## config.mk

```make
export PLATFORM = sky130hd
export DESIGN_NAME = dump_tx_unit
export DESIGN_NICKNAME = d
export VERILOG_FILES = /design/src/rtl/iagc_pkg.sv /design/src/rtl/dump_tx_unit_word_byte_splitter.sv /design/src/rtl/dump_tx_unit.sv
export SDC_FILE = /design/constraint.sdc
export NUM_CORES = 1
export LEC_CHECK = 0
export CAP_MARGIN = 0
export CORE_ASPECT_RATIO = 0.6
export CORE_MARGIN = 3
export CORE_UTILIZATION = 45
export CTS_BUF_LIST = sky130_fd_sc_hd__clkbuf_16
export DETAILED_ROUTE_END_ITERATION = 10
export HOLD_SLACK_MARGIN = 0.05
export PLACE_DENSITY = 0.73
export REMOVE_ABC_BUFFERS = 1
export SKIP_LAST_GASP = 1
export SYNTH_ARGS = -nofsm -noshare
export SYNTH_HDL_FRONTEND = slang
export SYNTH_SLANG_ARGS = --single-unit
```

## constraint.sdc

```tcl
create_clock -name i_clock -period 3.3 [get_ports i_clock]
set_input_delay 0.66 -clock i_clock [delete_from_list [all_inputs] [get_ports i_clock]]
set_output_delay 0.66 -clock i_clock [all_outputs]
set_load 0.02 [all_outputs]
```

## src/rtl/iagc_pkg.sv

```systemverilog
// -----------------------------------------------------------------------------
// iagc_pkg
// Shared definitions for the IAGC host byte protocol blocks: status encodings,
// the dump header byte, the dump transmitter FSM state type and the
// bytes-per-word helper.
// No ports (package).
// -----------------------------------------------------------------------------
package iagc_pkg;

  // IAGC status encodings reported to the host
  typedef enum logic [1:0] {
    IAGC_ST_IDLE = 2'd0,
    IAGC_ST_BUSY = 2'd1,
    IAGC_ST_DONE = 2'd2,
    IAGC_ST_ERR  = 2'd3
  } iagc_status_e;

  // First byte of every memory dump
  localparam logic [7:0] DUMP_HEADER = 8'hA5;

  // Dump transmitter FSM states
  typedef enum logic [3:0] {
    DS_IDLE     = 4'd0,
    DS_HDR      = 4'd1,
    DS_HDR_WAIT = 4'd2,
    DS_RD_REQ   = 4'd3,
    DS_RD_WAIT  = 4'd4,
    DS_SEND     = 4'd5,
    DS_TX_WAIT  = 4'd6,
    DS_NEXT     = 4'd7,
    DS_CHK      = 4'd8,
    DS_CHK_WAIT = 4'd9,
    DS_FIN      = 4'd10
  } dump_state_e;

  // Number of DATA_SIZE bytes carried by one WORD_SIZE memory word
  function automatic int unsigned bpw(input int unsigned word_size,
                                      input int unsigned data_size);
    return word_size / data_size;
  endfunction

endpackage

```

## src/rtl/dump_tx_unit_word_byte_splitter.sv

```systemverilog
// -----------------------------------------------------------------------------
// word_byte_splitter
// Holds one memory word and presents it MSB byte first; each advance shifts
// the next byte into the top position.
// Ports:
//   i_clock, i_reset   clock / synchronous active-high reset
//   i_load, i_word     load a new word (byte index returns to 0)
//   i_advance          move to the next byte
//   o_byte             current (most significant remaining) byte
//   o_last             current byte is the final byte of the word
// -----------------------------------------------------------------------------
module word_byte_splitter
  import iagc_pkg::*;
#(
  parameter int unsigned WORD_SIZE = 16,
  parameter int unsigned DATA_SIZE = 8
) (
  input  logic                 i_clock,
  input  logic                 i_reset,
  input  logic                 i_load,
  input  logic [WORD_SIZE-1:0] i_word,
  input  logic                 i_advance,
  output logic [DATA_SIZE-1:0] o_byte,
  output logic                 o_last
);

  localparam int unsigned BPW   = bpw(WORD_SIZE, DATA_SIZE);
  localparam int unsigned IDX_W = (BPW > 1) ? $clog2(BPW) : 1;

  logic [WORD_SIZE-1:0] word_q;
  logic [IDX_W-1:0]     idx_q;

  // Word shift register and byte index
  always_ff @(posedge i_clock) begin
    if (i_reset) begin
      word_q <= '0;
      idx_q  <= '0;
    end else if (i_load) begin
      word_q <= i_word;
      idx_q  <= '0;
    end else if (i_advance) begin
      word_q <= word_q << DATA_SIZE;
      idx_q  <= idx_q + IDX_W'(1);
    end else begin
      word_q <= word_q;
      idx_q  <= idx_q;
    end
  end

  assign o_byte = word_q[WORD_SIZE-1 -: DATA_SIZE];
  assign o_last = (idx_q == IDX_W'(BPW - 1));

endmodule

```

## src/rtl/dump_tx_unit.sv

```systemverilog
// -----------------------------------------------------------------------------
// dump_tx_unit
// On a dump request, sends header 8'hA5 to the UART followed by sample memory
// words 0..last_addr, each split into bytes MSB first.
// Optional feature macro: DUMP_TX_CHECKSUM_EN -- appends the XOR of all data
// bytes (header excluded) as a final byte.
// Ports:
//   i_clock, i_reset        clock / synchronous active-high reset
//   i_start, i_last_addr    dump request and last address (sampled on start)
//   o_mem_rd_en, o_mem_addr memory read strobe / address
//   i_mem_data              read data, valid one cycle after o_mem_rd_en
//   o_tx_data, o_tx_start   byte and launch pulse to UART TX
//   i_tx_done               UART byte-complete pulse
//   o_busy, o_done          dump in progress / completion pulse
// All outputs are registers.
// -----------------------------------------------------------------------------
module dump_tx_unit
  import iagc_pkg::*;
#(
  parameter int unsigned DATA_SIZE = 8,
  parameter int unsigned WORD_SIZE = 16,
  parameter int unsigned ADDR_SIZE = 10
) (
  input  logic                 i_clock,
  input  logic                 i_reset,
  input  logic                 i_start,
  input  logic [ADDR_SIZE-1:0] i_last_addr,
  output logic                 o_mem_rd_en,
  output logic [ADDR_SIZE-1:0] o_mem_addr,
  input  logic [WORD_SIZE-1:0] i_mem_data,
  output logic [DATA_SIZE-1:0] o_tx_data,
  output logic                 o_tx_start,
  input  logic                 i_tx_done,
  output logic                 o_busy,
  output logic                 o_done
);

  dump_state_e          state_q, state_d;
  logic [ADDR_SIZE-1:0] last_q, last_d;
  logic [ADDR_SIZE-1:0] addr_q, addr_d;
  logic [DATA_SIZE-1:0] tx_data_q, tx_data_d;
  logic                 tx_start_q, tx_start_d;
  logic                 rd_en_q, rd_en_d;
  logic                 busy_q, busy_d;
  logic                 done_q, done_d;
  logic                 split_load, split_adv, split_last;
  logic [DATA_SIZE-1:0] split_byte;
`ifdef DUMP_TX_CHECKSUM_EN
  logic [DATA_SIZE-1:0] chk_q, chk_d;
`endif

  word_byte_splitter #(
    .WORD_SIZE(WORD_SIZE),
    .DATA_SIZE(DATA_SIZE)
  ) u_splitter (
    .i_clock  (i_clock),
    .i_reset  (i_reset),
    .i_load   (split_load),
    .i_word   (i_mem_data),
    .i_advance(split_adv),
    .o_byte   (split_byte),
    .o_last   (split_last)
  );

  // Next-state and next-output decode
  always_comb begin
    state_d    = state_q;
    last_d     = last_q;
    addr_d     = addr_q;
    tx_data_d  = tx_data_q;
    tx_start_d = 1'b0;
    split_load = 1'b0;
    split_adv  = 1'b0;
`ifdef DUMP_TX_CHECKSUM_EN
    chk_d      = chk_q;
`endif
    case (state_q)
      DS_IDLE: begin
        if (i_start) begin
          last_d  = i_last_addr;
          addr_d  = '0;
`ifdef DUMP_TX_CHECKSUM_EN
          chk_d   = '0;
`endif
          state_d = DS_HDR;
        end else begin
          state_d = DS_IDLE;
        end
      end
      DS_HDR: begin
        tx_data_d  = DATA_SIZE'(DUMP_HEADER);
        tx_start_d = 1'b1;
        state_d    = DS_HDR_WAIT;
      end
      DS_HDR_WAIT: begin
        if (i_tx_done) begin
          state_d = DS_RD_REQ;
        end else begin
          state_d = DS_HDR_WAIT;
        end
      end
      DS_RD_REQ: begin
        state_d = DS_RD_WAIT;
      end
      DS_RD_WAIT: begin
        split_load = 1'b1;
        state_d    = DS_SEND;
      end
      DS_SEND: begin
        tx_data_d  = split_byte;
        tx_start_d = 1'b1;
`ifdef DUMP_TX_CHECKSUM_EN
        chk_d      = chk_q ^ split_byte;
`endif
        state_d    = DS_TX_WAIT;
      end
      DS_TX_WAIT: begin
        if (i_tx_done) begin
          split_adv = 1'b1;
          state_d   = split_last ? DS_NEXT : DS_SEND;
        end else begin
          state_d = DS_TX_WAIT;
        end
      end
      DS_NEXT: begin
        // Compare before increment so last_addr = all-ones never wraps
        if (addr_q == last_q) begin
`ifdef DUMP_TX_CHECKSUM_EN
          state_d = DS_CHK;
`else
          state_d = DS_FIN;
`endif
        end else begin
          addr_d  = addr_q + ADDR_SIZE'(1);
          state_d = DS_RD_REQ;
        end
      end
`ifdef DUMP_TX_CHECKSUM_EN
      DS_CHK: begin
        tx_data_d  = chk_q;
        tx_start_d = 1'b1;
        state_d    = DS_CHK_WAIT;
      end
      DS_CHK_WAIT: begin
        if (i_tx_done) begin
          state_d = DS_FIN;
        end else begin
          state_d = DS_CHK_WAIT;
        end
      end
`endif
      DS_FIN: begin
        state_d = DS_IDLE;
      end
      default: begin
        state_d = DS_IDLE;
      end
    endcase
    // Strobes are decoded from the next state so they line up with it
    rd_en_d = (state_d == DS_RD_REQ);
    busy_d  = (state_d != DS_IDLE) && (state_d != DS_FIN);
    done_d  = (state_d == DS_FIN);
  end

  // State and output registers
  always_ff @(posedge i_clock) begin
    if (i_reset) begin
      state_q    <= DS_IDLE;
      last_q     <= '0;
      addr_q     <= '0;
      tx_data_q  <= '0;
      tx_start_q <= 1'b0;
      rd_en_q    <= 1'b0;
      busy_q     <= 1'b0;
      done_q     <= 1'b0;
`ifdef DUMP_TX_CHECKSUM_EN
      chk_q      <= '0;
`endif
    end else begin
      state_q    <= state_d;
      last_q     <= last_d;
      addr_q     <= addr_d;
      tx_data_q  <= tx_data_d;
      tx_start_q <= tx_start_d;
      rd_en_q    <= rd_en_d;
      busy_q     <= busy_d;
      done_q     <= done_d;
`ifdef DUMP_TX_CHECKSUM_EN
      chk_q      <= chk_d;
`endif
    end
  end

  assign o_mem_rd_en = rd_en_q;
  assign o_mem_addr  = addr_q;
  assign o_tx_data   = tx_data_q;
  assign o_tx_start  = tx_start_q;
  assign o_busy      = busy_q;
  assign o_done      = done_q;

endmodule

```

==> flow_metrics.py <==
metrics = {
    "status": {
        "outcome": "finished clean",
    },
    "setup_path": {
        "slowest_delay_ns": 0.66,
        "critPathTopFamily": "buffers and inverters",
        "ff2ff_path_depth": 5,
        "endpoint_kind": "primary output",
        "startpoint": "o_mem_addr[3]$_SDFFE_PP0P_",
        "critPathBufInv": 1,
        "slowest_stage": "clkdlybuf4s50_1",
        "required_ns": 2.64,
        "r2r_end": "o_mem_addr[6]$_SDFFE_PP0P_",
        "critPathMaxFanout": 8,
        "r2r_start": "state_q[0]$_SDFF_PP0_",
        "r2r_setup_slack_ns": 1.41,
        "path_class": "reg2out",
        "crit_path_cell_trace": "clkdlybuf4s50_1",
        "arrival_ns": 1.42,
        "critPathLaunchType": "flip-flop",
    },
    "placement": {
        "port_buffers": 51,
        "post-dp-hpwl_um": 3720,
        "routabilityCongestion": 0.804,
    },
    "timing": {
        "setup_viol": 0,
        "fin_crit_sh_pct": 62.9,
        "hold_viol_final": 0,
        "finalWorstPathRequiredPeriod_ns": 2.08,
        "fmax_mhz": 482,
        "finClkSkew_ns": 0.00466,
        "tns_ns": 0,
        "worstMarginPinSlew_ns": 0.775,
        "rsz0062_at_grt": "no",
        "slew_viol_final": 0,
        "max_slew_margin_pct": 48.3,
    },
    "synth": {
        "synth_compound_area_share_pct": 13.4,
        "synth-edff-count": 0,
        "syn-cell-area_um2": 2310,
        "synth_seq_cells": 53,
        "synth_fa_ha_area_share_pct": 0.542,
        "synthFlopType": "dfxtp_1",
        "ys_seq_area_share_pct": 45.9,
        "synth-simple-area-share_pct": 23.0,
        "avgSynthCellArea_um2": 9.02,
        "yosys_warnings": 0,
        "synth_xor_area_share_pct": 4.55,
        "synth_top_family_by_area": "simple AND/OR/NAND/NOR gates",
        "synthArstFlopShare_pct": 0,
        "syn_inst": 256,
        "synthMuxAreaShare_pct": 8.23,
        "yosys.cell_types.count": 45,
    },
    "cells_and_area": {
        "finish.utilization_pct": 62.7,
        "syn2layout_area_growth_pct": 29.0,
        "antennaDiodeCount": 0,
        "layout_common_cells": "dfxtp_1 (53), clkdlybuf4s50_1 (51), nor2_1 (35)",
        "drive_above_1_share_pct": 6.31,
        "layout_commonest_cell": "dfxtp_1",
        "fin_nets": 332,
    },
    "detailed_routing": {
        "via_count": 1936,
        "drcViolationCount": 0,
        "firstDrtPassIters": 4,
        "wl_per_cell_um": 13.8,
        "ant_nets": 0,
        "routed_wl_um": 5040,
        "viasPerCell": 5.32,
        "drtIter0Drc": 65,
    },
    "clock_tree": {
        "cts_root_buffer": "clkbuf_16",
        "cts_tree": "yes",
        "cts_buffers": 5,
        "cts.sink_count": 53,
        "htreeDepth": 2,
        "path_clk_slew_ns": 0.06,
        "postCtsHoldBufs": 0,
        "insertion_delay_ns": 0.28,
        "post_cts_resized": 0,
        "post_cts_buffers": 0,
        "clock_path_buffers": 2,
    },
    "grt": {
        "grt_pass1_vias": 1688,
        "grtUsageTotal_pct": 17.0,
        "met2_usage_pct": 24.7,
        "top_usage_layer": "met1",
        "antenna_found_initial": 0,
        "grt.overflow.total": 0,
        "use_met3_pct": 4.07,
        "grt.met1_usage_pct": 25.1,
        "grt_max_degree": 26,
        "grt_pass1_wl_um": 8200,
    },
    "hold_path": {
        "hold_path.class": "reg2reg",
        "worstHoldEndpoint": "u_splitter.word_q[6]$_SDFFE_PP0P_",
        "worstHoldStart": "u_splitter.word_q[6]$_SDFFE_PP0P_",
        "holdPathStages": 2,
    },
    "floorplanning": {
        "io_pins": 52,
        "start_util_pct": 48.6,
        "die_x_um": 98.5,
        "core_um2": 4750,
        "row_count": 19,
        "dieHeight_um": 61.5,
        "dieArea_um2": 6060,
    },
    "power": {
        "p_leak_nw": 1.17,
        "ir_drop_mv": 0.252,
        "p_per_area_nw_per_um2": 458,
    },
    "flow_run": {
        "cap_violations": 0,
    },
}
## report_power, final
group	internal, mW	switching, mW
sequential	0.669	0.0239
combinational	0.0997	0.0971
clock	0.271	0.203
total	1.04	0.324
## layer usage
layer | up-vias | wire length [µm] | part of all wire [%]
met2 | 41 | 2070 | 41
met3 | 4 | 253 | 5.0
li1 | 997 | - | -
met5 | - | 0 | 0
met1 | 894 | 2680 | 53
met4 | 0 | 38 | 0.75
## sequential cells by signal, summed over array words and instances (netlist names)
register / cells
u_splitter.word_q: 16
u_splitter.o_last: 1
state_q: 4
o_done: 1
o_mem_rd_en: 1
o_mem_addr: 10
o_tx_data: 8
last_q: 10
o_tx_start: 1
o_busy: 1
## worst register-to-register path, cell delays in order (launching register included)
cell	delay, ns
dfxtp_1	0.55
and4b_1	0.34
nand2_1	0.12
a311oi_2	0.47
a21oi_1	0.13
o21a_1	0.19
## final cells by class
class                   instances  area [µm²]
fillers                       435        1770
inverters                       5        18.8
clock buffers                   5         125
flip-flops and latches         53        1060
repair buffers                 55         541
clock inverters                 2        7.51
well taps                      63        78.8
multi-input cells             181        1150
## logic make-up (layout without fill, tap and decap cells)
group,after synthesis,after routing
xor gates and xnor gates,12,12
muxes,19,19
DFF,53,53
adders and majority gates,1,1
AOI/OAI and AO/OA,48,48
and+or+nand+nor,101,101
buffers and inverters,22,67
## synth_stat cells (3+ instances only)
cell	n	share of area, %
or2_2	3	0.81
nand2_1	17	2.8
nor3_1	6	1.3
a211oi_1	8	2.6
o31ai_1	4	1.3
inv_1	5	0.81
mux2i_1	19	8.2
buf_2	5	1.1
and3_1	4	1.1
dfxtp_1	53	46
xor2_1	11	4.2
or4_1	3	0.98
or3_1	3	0.81
o22ai_1	4	1.1
nand3_1	9	2.0
o21ai_0	3	0.65
nor2b_1	3	0.81
nor2_1	35	5.7
clkbuf_1	9	1.5
a21oi_1	18	3.9
a22oi_1	4	1.3
nand2b_1	3	0.81
## worst max-delay path by stage
stage	depth (start not counted)	endpoint	slack (ns)
5_1_grt	1	o_mem_addr[3]	1.13
2_1_floorplan	3	u_splitter.word_q[10]$_SDFFE_PP0P_	1.52
4_1_cts	1	o_mem_addr[3]	1.22
6_report	1	o_mem_addr[3]	1.22
3_3_place_gp	5	o_mem_addr[1]$_SDFFE_PP0P_	1.10
3_5_place_dp	5	o_mem_addr[1]$_SDFFE_PP0P_	1.04
## stage by stage
stage | cell area [µm²] | total power [mW] | hold slack, ns | setup WS (ns) | std cells
after global routing | 2980 | 1.42 | 0.484 | 1.13 | 364
final | 2980 | 1.36 | 0.465 | 1.22 | 364
after detailed placement | 2850 | 0.903 | 0.458 | 1.04 | 357
after CTS | 2980 | 1.38 | 0.467 | 1.22 | 364
after floorplan | 2230 | 0.813 | 0.441 | 1.52 | 239
after global placement | 2850 | 0.899 | 0.455 | 1.10 | 357
Note: power is estimated with default switching activity, not from simulation.
